### src/rtl/fetch_unit_if.sv
`default_nettype none
// ============================================================================
// Module      : fetch_unit_if
// Description : Instruction-memory and decode/retire signal bundle of the
//               fetch stage.
// Revision    : 1.0 - initial release
// ============================================================================
interface fetch_unit_if #(
   parameter int XLEN = 32
);
   logic            imem_req_o;
   logic [XLEN-1:0] imem_addr_o;
   logic            imem_rvalid_i;
   logic [31:0]     imem_rdata_i;
   logic [31:0]     instr_o;
   logic [XLEN-1:0] pc_o;
   logic            instr_valid_o;
   logic            retire_i;
   logic            jal_i;
   logic            jalr_i;
   logic            branch_i;
   logic            branch_taken_i;
   logic [XLEN-1:0] imm_i;
   logic [XLEN-1:0] rs1_i;
   logic            misalign_o;
   logic [XLEN-1:0] instret_o;

   modport master (
      output imem_req_o, imem_addr_o, instr_o, pc_o, instr_valid_o,
             misalign_o, instret_o,
      input  imem_rvalid_i, imem_rdata_i, retire_i, jal_i, jalr_i,
             branch_i, branch_taken_i, imm_i, rs1_i
   );

   modport slave (
      input  imem_req_o, imem_addr_o, instr_o, pc_o, instr_valid_o,
             misalign_o, instret_o,
      output imem_rvalid_i, imem_rdata_i, retire_i, jal_i, jalr_i,
             branch_i, branch_taken_i, imm_i, rs1_i
   );
endinterface
`default_nettype wire

### src/rtl/fetch_unit.sv
`default_nettype none
// ============================================================================
// Module      : fetch_unit
// Description : PC owner and instruction fetch stage; holds each fetched word
//               for decode until retire, then redirects via jal/jalr/branch.
// Revision    : 1.0 - initial release
// ============================================================================
module fetch_unit #(
   parameter int              XLEN     = 32,
   parameter logic [XLEN-1:0] RESET_PC = '0
)(
   input  wire          clk_i,
   input  wire          rst_ni,
   fetch_unit_if.master bus
);

   localparam logic [31:0]     c_NOP       = 32'h0000_0013;
   localparam logic [XLEN-1:0] c_INC       = XLEN'(4);
   localparam logic [XLEN-1:0] c_JALR_MASK = {{(XLEN-1){1'b1}}, 1'b0};

   typedef enum logic [2:0] {
      S_RST   = 3'd0,
      S_FETCH = 3'd1,
      S_WAIT  = 3'd2,
      S_ISSUE = 3'd3,
      S_FAULT = 3'd4
   } state_t;

   state_t          r_state;
   state_t          w_state_nxt;
   logic [XLEN-1:0] r_pc;
   logic [31:0]     r_instr;
   logic [XLEN-1:0] r_instret;
   logic [XLEN-1:0] w_next_pc;
   logic            w_misalign;
   logic            w_retire;
   logic            w_capture;

   // jalr has top priority; its LSB is cleared before the alignment check
   always_comb begin
      w_next_pc = r_pc + c_INC;
      if (bus.jalr_i) begin
         w_next_pc = (bus.rs1_i + bus.imm_i) & c_JALR_MASK;
      end else if (bus.jal_i || (bus.branch_i && bus.branch_taken_i)) begin
         w_next_pc = r_pc + bus.imm_i;
      end
   end

   assign w_misalign = |w_next_pc[1:0];
   assign w_retire   = (r_state == S_ISSUE) && bus.retire_i;
   assign w_capture  = (r_state == S_WAIT) && bus.imem_rvalid_i;

   always_comb begin
      w_state_nxt = r_state;
      case (r_state)
         S_RST:   w_state_nxt = S_FETCH;
         S_FETCH: w_state_nxt = S_WAIT;
         S_WAIT:  if (bus.imem_rvalid_i) w_state_nxt = S_ISSUE;
         S_ISSUE: if (bus.retire_i) w_state_nxt = w_misalign ? S_FAULT : S_FETCH;
         S_FAULT: w_state_nxt = S_FAULT;
         default: w_state_nxt = S_RST;
      endcase
   end

   always_ff @(posedge clk_i or negedge rst_ni) begin
      if (!rst_ni) begin
         r_state <= S_RST;
      end else begin
         r_state <= w_state_nxt;
      end
   end

   always_ff @(posedge clk_i or negedge rst_ni) begin
      if (!rst_ni) begin
         r_pc      <= RESET_PC;
         r_instr   <= c_NOP;
         r_instret <= '0;
      end else begin
         if (w_capture) begin
            r_instr <= bus.imem_rdata_i;
         end
         // the faulting jump still retires, so pc_o shows the bad target
         if (w_retire) begin
            r_pc      <= w_next_pc;
            r_instret <= r_instret + XLEN'(1);
         end
      end
   end

   assign bus.imem_req_o    = (r_state == S_FETCH);
   assign bus.imem_addr_o   = r_pc;
   assign bus.instr_o       = r_instr;
   assign bus.pc_o          = r_pc;
   assign bus.instr_valid_o = (r_state == S_ISSUE);
   assign bus.misalign_o    = (r_state == S_FAULT);
   assign bus.instret_o     = r_instret;

endmodule
`default_nettype wire

### src/flat_wrapper.sv
// flat-port wrapper written by rule: the top's interface ports become plain ports
module fetch_unit_flat 
#(
   parameter int              XLEN     = 32,
   parameter logic [XLEN-1:0] RESET_PC = '0
)
  (clk_i, rst_ni, bus_imem_req_o, bus_imem_addr_o, bus_instr_o, bus_pc_o, bus_instr_valid_o, bus_misalign_o, bus_instret_o, bus_imem_rvalid_i, bus_imem_rdata_i, bus_retire_i, bus_jal_i, bus_jalr_i, bus_branch_i, bus_branch_taken_i, bus_imm_i, bus_rs1_i);
  fetch_unit_if #(.XLEN(XLEN)) bus_i ();
  input  wire clk_i;
  input  wire rst_ni;
  output wire logic [$bits(bus_i.imem_req_o)-1:0] bus_imem_req_o;
  output wire logic [$bits(bus_i.imem_addr_o)-1:0] bus_imem_addr_o;
  output wire logic [$bits(bus_i.instr_o)-1:0] bus_instr_o;
  output wire logic [$bits(bus_i.pc_o)-1:0] bus_pc_o;
  output wire logic [$bits(bus_i.instr_valid_o)-1:0] bus_instr_valid_o;
  output wire logic [$bits(bus_i.misalign_o)-1:0] bus_misalign_o;
  output wire logic [$bits(bus_i.instret_o)-1:0] bus_instret_o;
  input wire logic [$bits(bus_i.imem_rvalid_i)-1:0] bus_imem_rvalid_i;
  input wire logic [$bits(bus_i.imem_rdata_i)-1:0] bus_imem_rdata_i;
  input wire logic [$bits(bus_i.retire_i)-1:0] bus_retire_i;
  input wire logic [$bits(bus_i.jal_i)-1:0] bus_jal_i;
  input wire logic [$bits(bus_i.jalr_i)-1:0] bus_jalr_i;
  input wire logic [$bits(bus_i.branch_i)-1:0] bus_branch_i;
  input wire logic [$bits(bus_i.branch_taken_i)-1:0] bus_branch_taken_i;
  input wire logic [$bits(bus_i.imm_i)-1:0] bus_imm_i;
  input wire logic [$bits(bus_i.rs1_i)-1:0] bus_rs1_i;
  assign bus_imem_req_o = bus_i.imem_req_o;
  assign bus_imem_addr_o = bus_i.imem_addr_o;
  assign bus_instr_o = bus_i.instr_o;
  assign bus_pc_o = bus_i.pc_o;
  assign bus_instr_valid_o = bus_i.instr_valid_o;
  assign bus_misalign_o = bus_i.misalign_o;
  assign bus_instret_o = bus_i.instret_o;
  assign bus_i.imem_rvalid_i = bus_imem_rvalid_i;
  assign bus_i.imem_rdata_i = bus_imem_rdata_i;
  assign bus_i.retire_i = bus_retire_i;
  assign bus_i.jal_i = bus_jal_i;
  assign bus_i.jalr_i = bus_jalr_i;
  assign bus_i.branch_i = bus_branch_i;
  assign bus_i.branch_taken_i = bus_branch_taken_i;
  assign bus_i.imm_i = bus_imm_i;
  assign bus_i.rs1_i = bus_rs1_i;
  fetch_unit #(.XLEN(XLEN), .RESET_PC(RESET_PC)) u_core (.clk_i(clk_i), .rst_ni(rst_ni), .bus(bus_i));
endmodule
### config.mk
export PLATFORM = sky130hd
export DESIGN_NAME = fetch_unit_flat
export DESIGN_NICKNAME = d
export VERILOG_FILES = /design/src/rtl/fetch_unit_if.sv /design/src/rtl/fetch_unit.sv /design/src/flat_wrapper.sv
export SDC_FILE = /design/constraint.sdc
export NUM_CORES = 1
export LEC_CHECK = 0
export ABC_AREA = 1
export BUFFER_PORTS_ARGS = -buffer_cell sky130_fd_sc_hd__buf_2
export CORE_MARGIN = 1
export CORE_UTILIZATION = 30
export DETAILED_ROUTE_END_ITERATION = 10
export PLACE_DENSITY = 0.53
export SETUP_SLACK_MARGIN = 0.1
export SKIP_LAST_GASP = 1
export SLEW_MARGIN = 30
export SYNTH_ARGS = -nofsm -noshare
export SYNTH_HDL_FRONTEND = slang
export SYNTH_SLANG_ARGS = --single-unit
### constraint.sdc
create_clock -name clk_i -period 2.12 [get_ports clk_i]
set_clock_uncertainty 0.2 [all_clocks]
set_input_delay 0.424 -clock clk_i [delete_from_list [all_inputs] [get_ports clk_i]]
set_output_delay 0.424 -clock clk_i [all_outputs]
set_load 0.005 [all_outputs]
# [Word level (Yosys, flattened, before mapping)]
# Cells that the tools add are included.
[word_totals] reg_bits=99 latch_bits=0 ramBits=0 romBits=0 inputBits=104 out_inout_bits=131 wordCells=27 n_memories=0
[op_classes] n_addsub=4 mul=0 div=0 n_lt_le_gt_ge=0 eq_ne=6 n_shift=0 n_mux=6 bitwise_logic=0 reduce_logical=7
[ops] cell="32-bit adder" n=2
[ops] cell="32-bit 2-to-1 mux" n=2
[ops] cell="32-bit by 1-bit adder with 32-bit output (second input constant)" n=1
[ops] cell="32-bit by 3-bit adder with 32-bit output (second input constant)" n=1
[ops] cell="3-bit case mux with 5 select lines" n=1
[ops] cell="3-bit 2-to-1 mux" n=3
[ops] cell="3-bit by 2-bit == test with 1-bit output (second input constant)" n=2
[ops] cell="3-bit by 1-bit == test with 1-bit output (second input constant)" n=1
[ops] cell="3-bit == test (second input constant)" n=1
[ops] cell="1-bit logical AND" n=3
[ops] cell="3-bit logical NOT" n=1
[ops] cell="2-bit by 1-bit != test with 1-bit output (second input constant)" n=1
[ops] cell="2-bit != test (second input constant)" n=1
[ops] cell="2-bit AND reduction" n=1
[ops] cell="2-bit OR reduction" n=1
[ops] cell="1-bit logical OR" n=1

# [Logic depth before layout (Yosys ltp)]
[depth] depth_word=8 ltp_mapped=17 mapped_depth_nobuf=17

# [Least setup slack after synthesis]
# Ideal clock, no wire load.
[synth_path] path_kind="input -> register" startpoint="in bus_imm_i[0]" endpoint="reg u_core.r_pc[8] (netlist: u_core.bus.imem_addr_o[8])" setup_ns=0.134 arrival_time_ns=1.928 required_time_ns=1.786 slack_ns=-0.141 cell_stages=11 path_buffers=0 path_cell_list="ha_1 -> fa_1 -> nand3_1 -> nand2_1 -> nand2_1 -> nand2_1 -> or2_2 -> nand3_1 -> o21ai_0 -> a21oi_1 -> a21oi_1"
[synth_between] elab_chain_len=3 elab_cells_between_ends=4 classes_between="2 x add/sub; 2 x mux"
[synth_lines] element="from (decl)" line_no="flat_wrapper.sv:25" rtl="input wire logic [$bits(bus_i.imm_i)-1:0] bus_imm_i;"
[synth_lines] element="32-bit adder" line_no="fetch_unit.sv:45" rtl="w_next_pc = r_pc + bus.imm_i;"
[synth_lines] element="32-bit 2-to-1 mux" line_no="fetch_unit.sv:44" rtl="end else if (bus.jal_i || (bus.branch_i && bus.branch_taken_i)) begin"
[synth_lines] element="32-bit 2-to-1 mux *" line_no="fetch_unit.sv:42" rtl="if (bus.jalr_i) begin"
[synth_lines] element="to (signal assigned)" line_no="fetch_unit.sv:84" rtl="r_pc <= w_next_pc;"
[synth_lines] element="to (decl)" line_no="fetch_unit.sv:31" rtl="logic [XLEN-1:0] r_pc;"
# Every way passes the cells marked *; elsewhere a longest branch is shown, timed or not.
# A chain may end at the register's enable or synchronous reset.

# [Final worst setup path]
[layout_path] startpoint="in bus_imm_i[15]" endpoint="reg u_core.r_pc[20] (netlist: u_core.bus.imem_addr_o[20])"
# Same word-level chain as after synthesis.

==> reports/results.txt <==
total power = 16.6 mW
die width = 183 um
Area after DPL = 13600 um2
CP Class = input port to register
RSZ-0062 raised after global routing = yes
worst reg2reg endpoint = u_core.r_state[0]
EDFF count, synth = 0
root buffer cell = clkbuf_16
asr flop ratio synth = 1.00
Syn Std Cell Area = 9810 um2
r2r startpoint = u_core.bus.imem_addr_o[0]
Slew @ Worst Pin = 541 ps
Yosys top cell area share = 0.245
post-synthesis cell count = 1516
failing checks = negative setup slack
post-detail-place hpwl = 32400 um
WL/cell = 16.4 um
post-synth top area cell = dfrtp_1
status = finished with violations
CTS tree = done
Rows = 65
Synth Flop Type = dfrtp_1
hold slack = 96.0 ps
Netlist cell types = 43
Mapped Avg Cell Area = 6.47 um2
gp weighted congestion = 0.948
FMAX = 0.429 GHz
pre-CTS setup slack = -639 ps
Starting Density = 0.308
HP Start = bus_imem_rdata_i[26]
Tmin final = 2330 ps
fin. max-slew vios = 0
total negative slack = -2060 ps
Via-to-Cell Ratio = 4.82
PnR worst setup slack = -210 ps
Slew HR = 0.635
worst endpoint required time = 2220 ps
CP Capture Type = register
Peak VDD IR = 0.510 mV
Min-Delay Endpoint = u_core.bus.instr_o[26]
ANT cells = 0
input/output buffers = 234
CORE AREA = 31900 um2
register cell area after layout = 2490 um2
hold-critical path depth = 2
PwrDens = 1100 nW/um2
final core utilization = 0.475
io pins = 235
initial antenna violation count = 0
routed wire length = 40400 um
fill cell total of the finished layout = 3319
Non-Filler Instances = 2456
crit share post-route = 1.10
sequential cell area fraction in the yosys report = 0.253
Iter 0 DRT Violations = 807
Area contributors post-synth = dfrtp_1 (24%), nand2_1 (18%), ha_1 (8.0%)
global-route usage over all layers = 0.239
final instance area = 15100 um2
post-route ant nets = 0
HP Class = input port to register
maxcap violations = 0
largest net degree at the start of global routing = 40
Yosys reg bits = 99
Synth Warn # = 0
vias in the first global route = 11200
CP Max Fanout = 4
CP Launch Type = input port
CTS Buf Count = 9
footprint of the multi-input gates = 7490 um2
share of cells above drive strength 1 = 0.415
total grt overflow = 0
Syn Nets = 1685
Area growth syn-to-layout = 54.3%
nets@finish = 2185
DR vias = 11900
Placed Instances = 2409
worst-skew pair later-pin latency = 360 ps
die area = 33400 um2
H-tree levels = 3
arrival time worst endpoint = 2430 ps
maximum clock path buffer count = 2
TritonCTS sink count = 99
Reg2Reg Depth = 10
Final setup viols = 25
final hold violation count = 0
Die Y-Extent = 183 um
LEAKAGE = 7.96 nW
Reg2Reg Setup Slack = -150 ps
DRC = 0
1st-pass router iterations = 6
first-pass GRT wire length = 62000 um
Clock transition at path regs = 90 ps
==> cells in the mapped netlist, types with 2 or more instances <==
library cell,number
nor4_1,5
xnor2_1,24
dfstp_2,3
or2_2,6
ha_1,63
o311ai_0,2
nor2_4,2
nand2b_1,2
a31o_2,2
o21a_1,6
a21oi_1,100
fa_1,2
o211ai_1,6
nand3_1,114
a21o_1,4
nand3_2,2
dfrtp_1,96
mux2_2,32
nor3_2,2
buf_4,34
nor3_4,3
nand2_1,472
inv_1,181
o21bai_1,7
clkbuf_1,11
o22ai_1,3
nand2_2,4
nor2_1,139
buf_1,5
a21boi_0,4
nor3_1,40
nand4_1,18
xor2_1,33
buf_2,3
o21ai_0,65
and2_1,4
nand3b_1,11
==> cells by family after synthesis <==
group | count (synthesis) | synth area share
xor gates and xnor gates | 57 | 0.0509
DFF | 99 | 0.253
adders and majority gates | 65 | 0.0844
muxes | 32 | 0.0367
and+or+nand+nor | 826 | 0.359
AOI/OAI and AO/OA | 201 | 0.112
buffers and inverters | 236 | 0.105
==> critical path: stages <==
cell     delay (ps)
buf_2           110
ha_1            350
nand2_1          90
buf_4           140
nor2_1          160
inv_1           110
nor2_4          160
nand4_1         230
a31o_2          310
nand3_1         170
nand3_1         100
nand2_1          80
==> cell type report <==
type | instances | share of cell area
clock buffers | 9 | 0.0149
well taps | 435 | 0.0359
repair buffers | 544 | 0.240
flip-flops and latches | 99 | 0.165
clock inverters | 7 | 0.00454
inverters | 181 | 0.0450
multi-input cells | 1181 | 0.494
==> flip-flops by register name, indices dropped and copies added, names as in the netlist <==
signal,flops
u_core.bus.imem_addr_o,32
u_core.r_state,3
u_core.bus.instr_o,32
u_core.bus.instret_o,32
==> repair_timing <==
item	in CTS	in global routing
hold buffers	1	0
setup buffers	20	10
gates resized for setup	151	121
pin swaps	52	69
endpoints found under the hold margin	29	0
endpoints found under the setup margin	34	44
==> cell usage in the layout, fill, tap and decap left out, drive strengths merged, types with 32 or more instances in the layout <==
master and n:
o21ai 65, nor3 45, dfrtp 96, nor2 141, a21oi 100, mux2 32, ha 63, nand2 476
buf 543, inv 184, nand3 116, xor2 33
==> worst max path at each step <==
stage                              startpoint                    endpoint  slack, ps
floorplan           u_core.bus.imem_addr_o[0]  u_core.bus.imem_addr_o[10]          6
global placement                bus_imm_i[15]  u_core.bus.imem_addr_o[20]       -720
detailed placement              bus_imm_i[15]  u_core.bus.imem_addr_o[20]       -640
CTS                 u_core.bus.imem_addr_o[0]           u_core.r_state[0]       -160
global route        u_core.bus.imem_addr_o[3]  u_core.bus.imem_addr_o[26]       -270
finish                          bus_imm_i[15]  u_core.bus.imem_addr_o[20]       -210
==> report_power, final <==
group	internal [mW]	switching (mW)	total (mW)
Combinational	5.55	6.18	11.7
Clock	0.830	0.859	1.69
Sequential	2.61	0.586	3.19
==> layer usage <==
metal | global-route usage | share of wire
met1 | 0.315 | 0.44
met4 | 0.0740 | 0.025
met2 | 0.411 | 0.48
met3 | 0.0240 | 0.051
met5 | 0 | 0
Power figures use the tool's default switching activity.
